[config.mk]
export PLATFORM = sky130hd
export DESIGN_NAME = phase_sequencer
export DESIGN_NICKNAME = d
export VERILOG_FILES = /design/src/rtl/phase_pkg.sv /design/src/rtl/phase_checker.sv /design/src/rtl/phase_sequencer.sv
export SDC_FILE = /design/constraint.sdc
export NUM_CORES = 1
export LEC_CHECK = 0
export CAP_MARGIN = 15
export CORE_ASPECT_RATIO = 1.5
export CORE_MARGIN = 3
export CORE_UTILIZATION = 50
export DETAILED_ROUTE_END_ITERATION = 10
export PLACE_DENSITY = 0.91
export SLEW_MARGIN = 10
export SYNTH_ARGS = -nofsm -noshare
export SYNTH_HDL_FRONTEND = slang
export SYNTH_HIERARCHICAL = 1
export SYNTH_SLANG_ARGS = --single-unit
[constraint.sdc]
create_clock -name clock -period 2.8 [get_ports clock]
set_input_delay 0.56 -clock clock [delete_from_list [all_inputs] [get_ports clock]]
set_output_delay 0.56 -clock clock [all_outputs]
set_load 0.02 [all_outputs]
[src/rtl/phase_pkg.sv]
// Shared types for the five-phase instruction sequencer: phase vector, FSM state
// encoding and the ring-successor helper used by the optional phase checker.
package phase_pkg;

    localparam int NUM_PHASES = 5;

    typedef logic [NUM_PHASES-1:0] phase_vec_t;

    typedef enum logic [1:0] {
        IDLE    = 2'd0,
        RUN     = 2'd1,
        HALTING = 2'd2,
        HALTED  = 2'd3
    } seq_state_t;

    // Rotate one position along the ring p1 -> p2 -> ... -> p5 -> p1.
    function automatic phase_vec_t ring_next(input phase_vec_t v);
        return {v[NUM_PHASES-2:0], v[NUM_PHASES-1]};
    endfunction

    function automatic logic is_onehot(input phase_vec_t v);
        return (v != '0) && ((v & (v - phase_vec_t'(1))) == '0);
    endfunction

endpackage

[src/rtl/phase_checker.sv]
// Phase-ring violation detector: flags a sampled phase vector that is not one-hot
// or does not follow the previous sample around the ring.
module phase_checker
    import phase_pkg::*;
(
    input  phase_vec_t sp_i,
    input  phase_vec_t sp_prev_i,
    input  logic       chk_valid_i,
    output logic       violation_o
);

    logic sp_ok_s;
    logic prev_ok_s;
    logic succ_ok_s;

    // A malformed previous sample has no successor, so it also counts as a break.
    always_comb begin
        sp_ok_s     = is_onehot(sp_i);
        prev_ok_s   = is_onehot(sp_prev_i);
        succ_ok_s   = (sp_i == ring_next(sp_prev_i));
        violation_o = chk_valid_i && !(sp_ok_s && prev_ok_s && succ_ok_s);
    end

endmodule

[src/rtl/phase_sequencer.sv]
// Five-phase stage-enable sequencer with halt/resume control and retire counter.
// Optional ring checking is built when the macro PHASE_CHECK_EN is defined.
module phase_sequencer
    import phase_pkg::*;
#(
    parameter int CNT_W = 16
) (
    input  logic             clock,
    input  logic             reset,
    input  logic             p1,
    input  logic             p2,
    input  logic             p3,
    input  logic             p4,
    input  logic             p5,
    input  logic             halt_req,
    input  logic             resume_req,
    output logic             en_if,
    output logic             en_id,
    output logic             en_ex,
    output logic             en_mem,
    output logic             en_wb,
    output logic             halted,
    output logic [CNT_W-1:0] retire_cnt,
    output logic             phase_err
);

    phase_vec_t       sp_q;
    phase_vec_t       en_q;
    phase_vec_t       en_d;
    phase_vec_t       en_n_s;
    seq_state_t       state_q;
    seq_state_t       state_d;
    seq_state_t       state_n_s;
    logic [CNT_W-1:0] cnt_q;
    logic [CNT_W-1:0] cnt_d;
    logic             blocked_s;

`ifdef PHASE_CHECK_EN
    phase_vec_t sp_prev_q;
    logic [1:0] hist_q;
    logic [1:0] hist_d;
    logic       err_q;
    logic       viol_s;
    logic       chk_valid_s;

    // hist counts real samples in sp/sp_prev; a HALTED cycle leaves only sp trustworthy.
    always_comb begin
        if (state_q == HALTED) begin
            hist_d = 2'd1;
        end else if (hist_q == 2'd2) begin
            hist_d = 2'd2;
        end else begin
            hist_d = hist_q + 2'd1;
        end
        chk_valid_s = (hist_q == 2'd2) && (state_q != HALTED);
    end

    phase_checker u_checker (
        .sp_i        (sp_q),
        .sp_prev_i   (sp_prev_q),
        .chk_valid_i (chk_valid_s),
        .violation_o (viol_s)
    );

    // Checker history and sticky error flag.
    always_ff @(posedge clock) begin
        if (reset) begin
            sp_prev_q <= '0;
            hist_q    <= 2'd0;
            err_q     <= 1'b0;
        end else begin
            sp_prev_q <= sp_q;
            hist_q    <= hist_d;
            err_q     <= err_q | viol_s;
        end
    end

    assign blocked_s = err_q | viol_s;
    assign phase_err = err_q;
`else
    assign blocked_s = 1'b0;
    assign phase_err = 1'b0;
`endif

    // Next-state and enable selection; IDLE issues en_if on the edge it syncs to p1.
    always_comb begin
        state_n_s = state_q;
        en_n_s    = '0;
        case (state_q)
            IDLE: begin
                if (sp_q == phase_vec_t'(5'b00001)) begin
                    state_n_s = RUN;
                    en_n_s    = sp_q;
                end else begin
                    state_n_s = IDLE;
                end
            end
            RUN: begin
                en_n_s = sp_q;
                if (halt_req) begin
                    state_n_s = sp_q[4] ? HALTED : HALTING;
                end else begin
                    state_n_s = RUN;
                end
            end
            HALTING: begin
                en_n_s = sp_q;
                if (sp_q[4]) begin
                    state_n_s = HALTED;
                end else begin
                    state_n_s = HALTING;
                end
            end
            HALTED: begin
                if (resume_req) begin
                    state_n_s = IDLE;
                end else begin
                    state_n_s = HALTED;
                end
            end
            default: begin
                state_n_s = IDLE;
            end
        endcase

        if (blocked_s) begin
            state_d = IDLE;
            en_d    = '0;
        end else begin
            state_d = state_n_s;
            en_d    = en_n_s;
        end

        if (en_d[4]) begin
            cnt_d = cnt_q + {{(CNT_W-1){1'b0}}, 1'b1};
        end else begin
            cnt_d = cnt_q;
        end
    end

    // Phase sampling, FSM state, enables and retire counter.
    always_ff @(posedge clock) begin
        if (reset) begin
            sp_q    <= '0;
            state_q <= IDLE;
            en_q    <= '0;
            cnt_q   <= '0;
        end else begin
            sp_q    <= {p5, p4, p3, p2, p1};
            state_q <= state_d;
            en_q    <= en_d;
            cnt_q   <= cnt_d;
        end
    end

    assign en_if      = en_q[0];
    assign en_id      = en_q[1];
    assign en_ex      = en_q[2];
    assign en_mem     = en_q[3];
    assign en_wb      = en_q[4];
    assign halted     = (state_q == HALTED);
    assign retire_cnt = cnt_q;

endmodule

==> results of run 1 <==
[per-layer routing]
layer,wire (µm),vias up,GRT usage,share of wire
met4,85,0,0.103,0.034
met2,1280,28,0.319,0.51
li1,-,491,-,-
met5,0,-,0,0
met3,104,11,0.0327,0.042
met1,1030,481,0.202,0.41
[path summary, 6_finish.rpt]
path	endpoint	startpoint	slack (ns)	depth (start not counted)
worst max-delay path	halted	state_q[1]	0.62	2
worst min-delay path	en_q[2]	sp_q[2]	0.49	1
worst max register to register	retire_cnt[11]	state_q[0]	0.65	6
worst min register to register	en_q[2]	sp_q[2]	0.49	1
[worst reg2reg max path, stage by stage, from the launching register on]
cell and delay, ns:
dfxtp_1 0.40, inv_1 0.08, ha_1 0.46, nand3_4 0.14
nor4_4 0.40, and3_2 0.25, mux2_1 0.32
[placed cells by master (no fill, tap or decap), types with 2 or more instances in the layout]
cell type        synthesis  routed
nor3_1                   3       3
dfxtp_1                 28      28
and3_1                   4       4
nand2_1                  6       6
nor2b_1                  8       8
a21oi_1                  5       5
nor2_1                  17      17
mux2_1                   3       3
and4_1                   2       2
o21ai_0                  3       3
xor2_1                   7       7
nand2b_1                 3       3
xnor2_1                  2       2
clkbuf_4                 0       3
inv_1                    4       4
clkdlybuf4s50_1          0      30
ha_1                     5       5
nand4_1                  4       4
nand3_1                  6       6
[layout make-up]
| type | count | area share |
|---|---|---|
| inverters | 4 | 0.00967 |
| well taps | 23 | 0.0185 |
| repair buffers | 31 | 0.198 |
| multi-input cells | 91 | 0.389 |
| flip-flops and latches | 28 | 0.361 |
| clock buffers | 4 | 0.0234 |
[power by group]
part | switching, W | internal, W | total, W
Sequential | 0.00000389 | 0.000404 | 0.000407
Clock | 0.000114 | 0.0000797 | 0.000194
Combinational | 0.0000151 | 0.0000178 | 0.0000329
[per-stage QoR]
stage               power (W)  setup WS (ns)
finish               0.000634          0.624
global route         0.000661          0.548
CTS                  0.000640          0.626
detailed placement   0.000449          0.680
global placement     0.000447          0.819
floorplan            0.000433          0.900
[registers in the layout (all words and copies together), names as in the netlist]
register,count
retire_cnt,16
en_q,5
sp_q,5
state_q,2
[cell families (layout without fill, tap and decap cells)]
logic type	Yosys count	in the layout	share of synthesized area
AND/OR/NAND/NOR	62	62	0.300
other	1	1	0.00312
buffers and inverters	9	39	0.0322
flip-flops	28	28	0.466
XOR/XNOR	9	9	0.0655
adder cells (fa/ha/maj)	5	5	0.0520
multiplexers	3	3	0.0281
AO/OA/AOI/OAI	11	11	0.0530
==> key figures, run 1 <==
Run status
  • Outcome: completed

Power and ir drop
  • P_leak: 0.592 nW
  • Worst IR Drop VDD: 0.000289 V
  • Power Dens Cells: 408 nW/µm²

STA
  • Hold WS: 0.488 ns
  • Max-slew violation count: 0
  • Clock period minus worst slack: 2.18 ns
  • Fin crit share: 0.777
  • RSZ-0062 raised after global routing: false
  • # setup viols final: 0
  • Final TNS setup: 0 ns
  • Fmax: 460 MHz
  • Final Hold Viols: 0
  • Setup Skew: 0.00462 ns

Synthesis
  • Netlist cell types: 34
  • Sequential area share after synthesis: 0.466
  • Leading post-synthesis cells by cell area: dfxtp_1 (47%), nor2_1 (5.3%), ha_1 (5.2%), xor2_1 (5.1%), nor2b_1 (4.2%)
  • Area share of the largest cell type after synthesis: 0.466
  • Main flop type after synthesis: dfxtp_1
  • Most frequent cells after synthesis: dfxtp_1 (28), nor2_1 (17), nor2b_1 (8), xor2_1 (7)
  • Synth Register Bits: 28
  • Synthesized Nets: 142
  • YS warnings: 6
  • Post-synthesis async set-or-reset flop share: 0
  • Top-count cell post-synth: dfxtp_1
  • Cell taking the most area after synthesis: dfxtp_1
  • EDFF count, synth: 0
  • Mean Syn Cell Area: 9.40 µm²
  • Post-Syn Instances: 128
  • Post-Synthesis Cell Area: 1200 µm²

Clock network
  • Post-CTS sizing: 0
  • Worst-path clk slew: 0.14 ns
  • Clock buffer depth: 2
  • Cts bufs inserted: 3
  • Setup Buffers After CTS: 0
  • Clock sink count: 28
  • Post-CTS Hold Buffers: 0
  • Clock latency on the worst-skew pair: 0.33 ns
  • CTS Root Cell: clkbuf_4
  • H-tree depth: 1
  • CTS tree: done

Routing
  • WL/cell: 13.8 µm
  • Post-Route WL: 2500 µm
  • Vias per cell: 5.59
  • DRT iter0 DRCs: 25
  • # DRC: 0
  • Post-DRT Antenna Nets: 0
  • Total number of vias: 1011
  • Pre-antenna DRT Iters: 4

Cells and area
  • Area growth syn-to-layout: 29.0%
  • Reg area: 561 µm²
  • Final Core Density: 0.687
  • Final non-filler cell total: 181
  • Footprint of the multi-input gates: 604 µm²
  • Post-route cell area: 1550 µm²
  • Filler cells: 181
  • Final nets: 173
  • Layout cells sized above 1: 0.0696
  • Diodes inserted: 0

Floorplan
  • Row count: 21
  • IO Pins: 32
  • Die width: 46.1 µm
  • Initial Util: 0.533
  • CORE AREA: 2260 µm²
  • Die ar.: 3040 µm²
  • Die H: 66.1 µm

Worst setup path
  • CP max stage cell: clkdlybuf4s50_1
  • Buffers and inverters on the worst path: 1
  • WP data arrival: 1.62 ns
  • Worst Path Max Fanout: 4
  • Crit path kind: flop to primary output
  • Worst stage delay on the critical path: 0.63 ns
  • Critical path required time: 2.24 ns
  • Largest delay share family, worst path: buffers and inverters
  • CP startpoint kind: flop
  • Worst Setup End Kind: primary output
  • CP Cell Sequence: ha_1 > clkdlybuf4s50_1

Placed design
  • # port buffers: 30
  • Placed Area: 1520 µm²
  • Placed cell count: 177
  • Final RePlAce weighted congestion: 0.802
  • Post-DP HPWL: 1870 µm

GRT
  • Largest net degree at the start of global routing: 31
  • Total gr overflow: 0
  • First-pass GRT wire length: 4260 µm
  • Vias in the first global route: 1074
  • Initial antenna violation count: 0
  • Global-route usage over all layers: 0.185

Job
  • Max-cap violations: 0

Min path
  • Hold Path Class: flop to flop
(Power assumes the default switching activity.)
==> run 2: changes to the inputs <==
Settings changed: CORE_UTILIZATION 50 to 47, PLACE_DENSITY 0.91 to 0.87.
Clock period 2.8 ns to 2.08 ns, I/O delays scaled along.
==> run 2 against run 1 <==
Compared with the run above:
- cell count increased by 2.2%
- wire length rose by 0.88%
- die area increased by 5.7%
- count of clock-buffer cells in the layout fell by 1
==> key figures, run 2 (synthesized netlist as in run 1, its figures left out) <==
GRT
  • Global-route usage over all layers: 0.181 (was 0.185)
  • Vias in the first global route: 1005 (was 1074)
  • Largest net degree at the start of global routing: 17 (was 31)
  • First-pass GRT wire length: 4200 µm (was 4260 µm)
  • Total gr overflow: 0 (unchanged)
  • Initial antenna violation count: 0 (unchanged)

Clock network
  • Worst-path clk slew: 0.15 ns (was 0.14 ns)
  • Clock buffer depth: 2 (unchanged)
  • CTS Root Cell: clkbuf_4 (unchanged)
  • CTS tree: done (unchanged)
  • Cts bufs inserted: 3 (unchanged)
  • Clock latency on the worst-skew pair: 0.34 ns (was 0.33 ns)
  • Clock sink count: 28 (unchanged)
  • H-tree depth: 1 (unchanged)

Cells and area
  • Layout cells sized above 1: 0.105 (was 0.0696)
  • Area growth syn-to-layout: 34.2% (was 29.0%)
  • Most common cell after layout, fill and taps aside: clkdlybuf4s50_1 (unchanged)
  • Final nets: 177 (was 173)
  • Diodes inserted: 0 (unchanged)
  • Max reg flops: 16 (unchanged)
  • Post-route cell area: 1620 µm² (was 1550 µm²)
  • Most frequent cells in the layout: clkdlybuf4s50_1 (29), dfxtp_1 (27), nor2_1 (17) (was clkdlybuf4s50_1 (30), dfxtp_1 (28), nor2_1 (17))

Routing
  • # DRC: 0 (unchanged)
  • Vias per cell: 5.43 (was 5.59)
  • Post-Route WL: 2520 µm (was 2500 µm)
  • Post-DRT Antenna Nets: 0 (unchanged)
  • DRT iter0 DRCs: 18 (was 25)
  • Pre-antenna DRT Iters: 4 (unchanged)
  • Total number of vias: 1005 (was 1011)
  • WL/cell: 13.6 µm (was 13.8 µm)

Floorplan
  • Row count: 21 (unchanged)
  • Die width: 47.3 µm (was 46.1 µm)
  • IO Pins: 32 (unchanged)
  • Die ar.: 3220 µm² (was 3040 µm²)
  • CORE AREA: 2340 µm² (was 2260 µm²)
  • Initial Util: 0.515 (was 0.533)
  • Die H: 68.0 µm (was 66.1 µm)

Run status
  • Outcome: completed (unchanged)

Placed design
  • # port buffers: 30 (unchanged)
  • Placed Area: 1540 µm² (was 1520 µm²)
  • Final RePlAce weighted congestion: 0.838 (was 0.802)
  • Post-DP HPWL: 1830 µm (was 1870 µm)

Job
  • Max-cap violations: 0 (unchanged)

STA
  • Final TNS setup: 0 ns (unchanged)
  • Final Hold Viols: 0 (unchanged)
  • Clock period minus worst slack: 1.93 ns
  • Max-slew violation count: 0 (unchanged)
  • RSZ-0062 raised after global routing: false (unchanged)
  • Setup Skew: 0.0121 ns (was 0.00462 ns)
  • # setup viols final: 0 (unchanged)
  • Relative slew slack: 0.633
  • Worst-Margin Slew: 0.549 ns
  • Fin crit share: 0.926
  • Fmax: 519 MHz

Worst setup path
  • CP startpoint kind: flop (unchanged)
  • WP data arrival: 2.16 ns (was 1.62 ns)
  • Critical R2R Launch: state_q[1] (was state_q[0])
  • Critical path required time: 2.31 ns (was 2.24 ns)
  • Worst Setup End Kind: flop (was primary output)
  • Worst Setup SP: state_q[1] (unchanged)
  • Crit path kind: flop to flop (was flop to primary output)
  • Worst Path Max Fanout: 6 (was 4)

Power and ir drop
  • Worst IR Drop VDD: 0.000543 V (was 0.000289 V)
  • Overall Power: 0.000952 W (was 0.000634 W)
  • Power Dens Cells: 590 nW/µm² (was 408 nW/µm²)
  • P_int: 0.000766 W (was 0.000501 W)
  • Flop pwr share: 0.576 (was 0.643)
  • Clock power frac: 0.371 (was 0.305)
  • Switching Share: 0.195 (was 0.210)
  • Switching power: 0.000186 W (was 0.000133 W)
  • Comb pwr share: 0.052 (about the same)
  • P_leak: 0.640 nW (was 0.592 nW)

Min path
  • Hold Path Class: flop to flop (unchanged)
  • Hold_sp: sp_q[2] (unchanged)
## run 2: cell count changes in the layout (fill, tap and decap cells not counted), sizes merged
cell and change:
clkbuf -1, dlymetal6s2s +1, buf +4, clkdlybuf4s50 -1
bufinv +1
## run 2: power by group through the flow
stage          sequential [W]  combinational, W  clock (W)
3_3_place_gp         0.000559         0.0000466          0
2_1_floorplan        0.000560         0.0000228          0
5_1_grt              0.000550         0.0000548   0.000381
3_5_place_dp         0.000560         0.0000488          0
6_report             0.000549         0.0000499   0.000353
4_1_cts              0.000549         0.0000491   0.000361
## run 2: critical path, stage by stage, from the launching register on
cell	delay, ns
dfxtp_1	0.39
inv_1	0.10
ha_4	0.31
nand3_4	0.11
nor4_4	0.36
and3_2	0.24
mux2_1	0.31
## run 2: timing repair
action                     CTS  global route
hold buffers                 0             0
setup endpoints to repair    0             5
setup buffers                0             1
gates resized for setup      0             4
hold endpoints to repair     0             0
## run 2: routing by layer
metal / vias up / wire length (µm) / global-route usage
met1: 466 / 1010 / 0.201
met2: 30 / 1360 / 0.310
li1: 502 / - / -
met4: 0 / 70 / 0.114
met3: 7 / 85 / 0.0211
met5: - / 0 / 0
## run 2: area by class of cell
cell class	count	area [µm²]
clock inverter	1	30.0
multi-input combinational	91	617
timing repair buffer	35	340
inverter	4	15.0
sequential	28	562
fill	184	723
tap	23	28.8
clock buffer	3	22.5
## run 2: final timing paths
kind / depth (start not counted) / to / slack, ns
worst min register to register: 1 / en_q[2] / 0.49
worst max register to register: 6 / retire_cnt[11] / 0.15
worst max-delay path: 6 / retire_cnt[11] / 0.15
worst min-delay path: 1 / en_q[2] / 0.49
## run 2: per-stage QoR
| stage | setup WS, ns | cells | utilization | hold WS [ns] |
|---|---|---|---|---|
| CTS | 0.0380 | 184 | 0.681 | 0.494 |
| global route | 0.0552 | 185 | 0.691 | 0.509 |
| detailed placement | 0.0710 | 180 | 0.658 | 0.473 |
| floorplan | 0.180 | 128 | - | 0.444 |
| finish | 0.153 | 185 | 0.691 | 0.494 |
| global placement | 0.156 | 180 | 0.658 | 0.462 |
==> run 3: changes to the inputs <==
Settings changed: PLACE_DENSITY 0.87 to 0.78.
==> run 3 against run 2 <==
Compared with the run above:
- sequential share of layout area is 0.39 points higher
- critical endpoint is now retire_cnt[15]
- register-to-register slack is essentially flat
- global-route usage decreased by 1.1 points
- sequential cell count did not move
- core utilization shrank 0.91 points
- sequential power is essentially flat
- highest routed layer unchanged
- cell count shrank 0.54%
- worst hold slack improved by 0.0062 ns
- via count decreased by 2.1%
- largest power group unchanged
==> key figures, run 3 (synthesized netlist as in run 1, its figures left out) <==
Run status
  • Outcome: completed (unchanged)

STA
  • Fin crit share: 0.927 (was 0.926)
  • Max-slew violation count: 0 (unchanged)
  • Setup Skew: 0.0122 ns (was 0.0121 ns)
  • Relative slew slack: 0.669 (was 0.633)
  • Final TNS setup: 0 ns (unchanged)
  • # setup viols final: 0 (unchanged)
  • Worst-Margin Slew: 0.495 ns (was 0.549 ns)
  • Fmax: 519 MHz (about the same)
  • Final Hold Viols: 0 (unchanged)
  • RSZ-0062 raised after global routing: false (unchanged)
  • Clock period minus worst slack: 1.93 ns (about the same)

Cells and area
  • Most common cell after layout, fill and taps aside: clkdlybuf4s50_1 (unchanged)
  • Footprint of the multi-input gates: 604 µm² (was 617 µm²)
  • Most frequent cells in the layout: clkdlybuf4s50_1 (29), dfxtp_1 (28), nor2_1 (17) (was clkdlybuf4s50_1 (29), dfxtp_1 (27), nor2_1 (17))
  • Diodes inserted: 0 (unchanged)
  • Area growth syn-to-layout: 32.4% (was 34.2%)
  • Max reg flops: 16 (unchanged)
  • Layout cells sized above 1: 0.0870 (was 0.105)
  • Reg area: 561 µm² (was 562 µm²)
  • Final nets: 176 (was 177)
  • Filler cells: 200 (was 184)

Routing
  • Pre-antenna DRT Iters: 4 (unchanged)
  • DRT iter0 DRCs: 8 (was 18)
  • Total number of vias: 984 (was 1005)
  • WL/cell: 12.5 µm (was 13.6 µm)
  • # DRC: 0 (unchanged)
  • Vias per cell: 5.35 (was 5.43)
  • Post-DRT Antenna Nets: 0 (unchanged)
  • Post-Route WL: 2300 µm (was 2520 µm)

Clock network
  • H-tree depth: 1 (unchanged)
  • Clock latency on the worst-skew pair: 0.32 ns (was 0.34 ns)
  • CTS tree: done (unchanged)
  • Cts bufs inserted: 3 (unchanged)
  • Worst-path clk slew: 0.16 ns (was 0.15 ns)
  • Clock sink count: 28 (unchanged)
  • Clock buffer depth: 2 (unchanged)
  • CTS Root Cell: clkbuf_4 (unchanged)
  • Post-CTS Hold Buffers: 0 (unchanged)

Floorplan
  • Die H: 68.0 µm (unchanged)
  • Initial Util: 0.515 (unchanged)
  • Die ar.: 3220 µm² (unchanged)
  • Row count: 21 (unchanged)
  • IO Pins: 32 (unchanged)
  • CORE AREA: 2340 µm² (unchanged)
  • Die width: 47.3 µm (unchanged)

GRT
  • Initial antenna violation count: 0 (unchanged)
  • Largest net degree at the start of global routing: 17 (unchanged)
  • First-pass GRT wire length: 4080 µm (was 4200 µm)
  • Vias in the first global route: 989 (was 1005)
  • Total gr overflow: 0 (unchanged)
  • Global-route usage over all layers: 0.170 (was 0.181)

Power and ir drop
  • Overall Power: 0.000948 W (was 0.000952 W)
  • P_leak: 0.634 nW (was 0.640 nW)
  • Power Dens Cells: 594 nW/µm² (was 590 nW/µm²)
  • Worst IR Drop VDD: 0.000533 V (was 0.000543 V)

Placed design
  • Final RePlAce weighted congestion: 0.764 (was 0.838)
  • # port buffers: 30 (unchanged)
  • Post-DP HPWL: 1820 µm (was 1830 µm)

Worst setup path
  • WP data arrival: 2.16 ns (about the same)
  • Crit path kind: flop to flop (unchanged)
  • Critical path required time: 2.32 ns (was 2.31 ns)
  • Worst Setup End Kind: flop (unchanged)
  • CP startpoint kind: flop (unchanged)
  • Worst Path Max Fanout: 6 (unchanged)

Min path
  • Hold Path Class: flop to flop (unchanged)

Job
  • Max-cap violations: 0 (unchanged)
## run 3: through the flow
| stage | utilization | worst slack (ns) | hold slack (ns) | area [µm²] | instances |
|---|---|---|---|---|---|
| 6_report | 0.682 | 0.152 | 0.500 | 1590 | 184 |
| 5_1_grt | 0.682 | 0.00656 | 0.522 | 1590 | 184 |
| 4_1_cts | 0.677 | 0.0472 | 0.500 | 1580 | 183 |
| 3_5_place_dp | 0.655 | 0.0671 | 0.480 | 1530 | 179 |
| 3_3_place_gp | 0.655 | 0.146 | 0.463 | 1530 | 179 |
| 2_1_floorplan | - | 0.180 | 0.444 | 1200 | 128 |
## run 3: worst paths after layout
| path | slack [ns] | endpoint | depth (start not counted) | start |
|---|---|---|---|---|
| setup / recovery | 0.15 | retire_cnt[15] | 7 | state_q[0] |
| hold / removal | 0.50 | en_q[1] | 1 | sp_q[1] |
| setup reg to reg | 0.15 | retire_cnt[15] | 7 | state_q[0] |
| hold reg to reg | 0.50 | en_q[1] | 1 | sp_q[1] |
## run 3: routing by layer
| layer | up-vias | GRT usage | share of wire |
|---|---|---|---|
| li1 | 498 | - | - |
| met1 | 460 | 0.189 | 0.40 |
| met2 | 24 | 0.310 | 0.55 |
| met3 | 2 | 0.0316 | 0.036 |
| met4 | 0 | 0.0519 | 0.0078 |
| met5 | - | 0 | 0 |
## run 3: final cells by class
| type | instances | area share |
|---|---|---|
| multi-input combinational | 91 | 0.379 |
| clock buffer | 3 | 0.0141 |
| sequential | 28 | 0.352 |
| inverter | 4 | 0.00942 |
| clock inverter | 1 | 0.0188 |
| tap | 23 | 0.0181 |
| timing repair buffer | 34 | 0.209 |
## run 3: worst max-delay path, stage by stage (launching register included)
cell and delay [ns]:
dfxtp_1 0.39, inv_1 0.08, ha_1 0.41, nand3_4 0.12, nor4_4 0.29, buf_4 0.16
nand3_1 0.08, mux2_1 0.31
## run 3: report_power, final
part / leakage [nW] / total, W / internal (W) / switching [W]
logic: 0.379 / 0.0000463 / 0.0000258 / 0.0000205
clock network: 0.0279 / 0.000353 / 0.000195 / 0.000158
registers: 0.227 / 0.000549 / 0.000543 / 0.00000511
## run 3: what timing repair did
action | CTS | global route
setup buffers | 0 | 1
hold endpoints to repair | 0 | 0
setup endpoints to repair | 0 | 2
gates resized for setup | 0 | 1
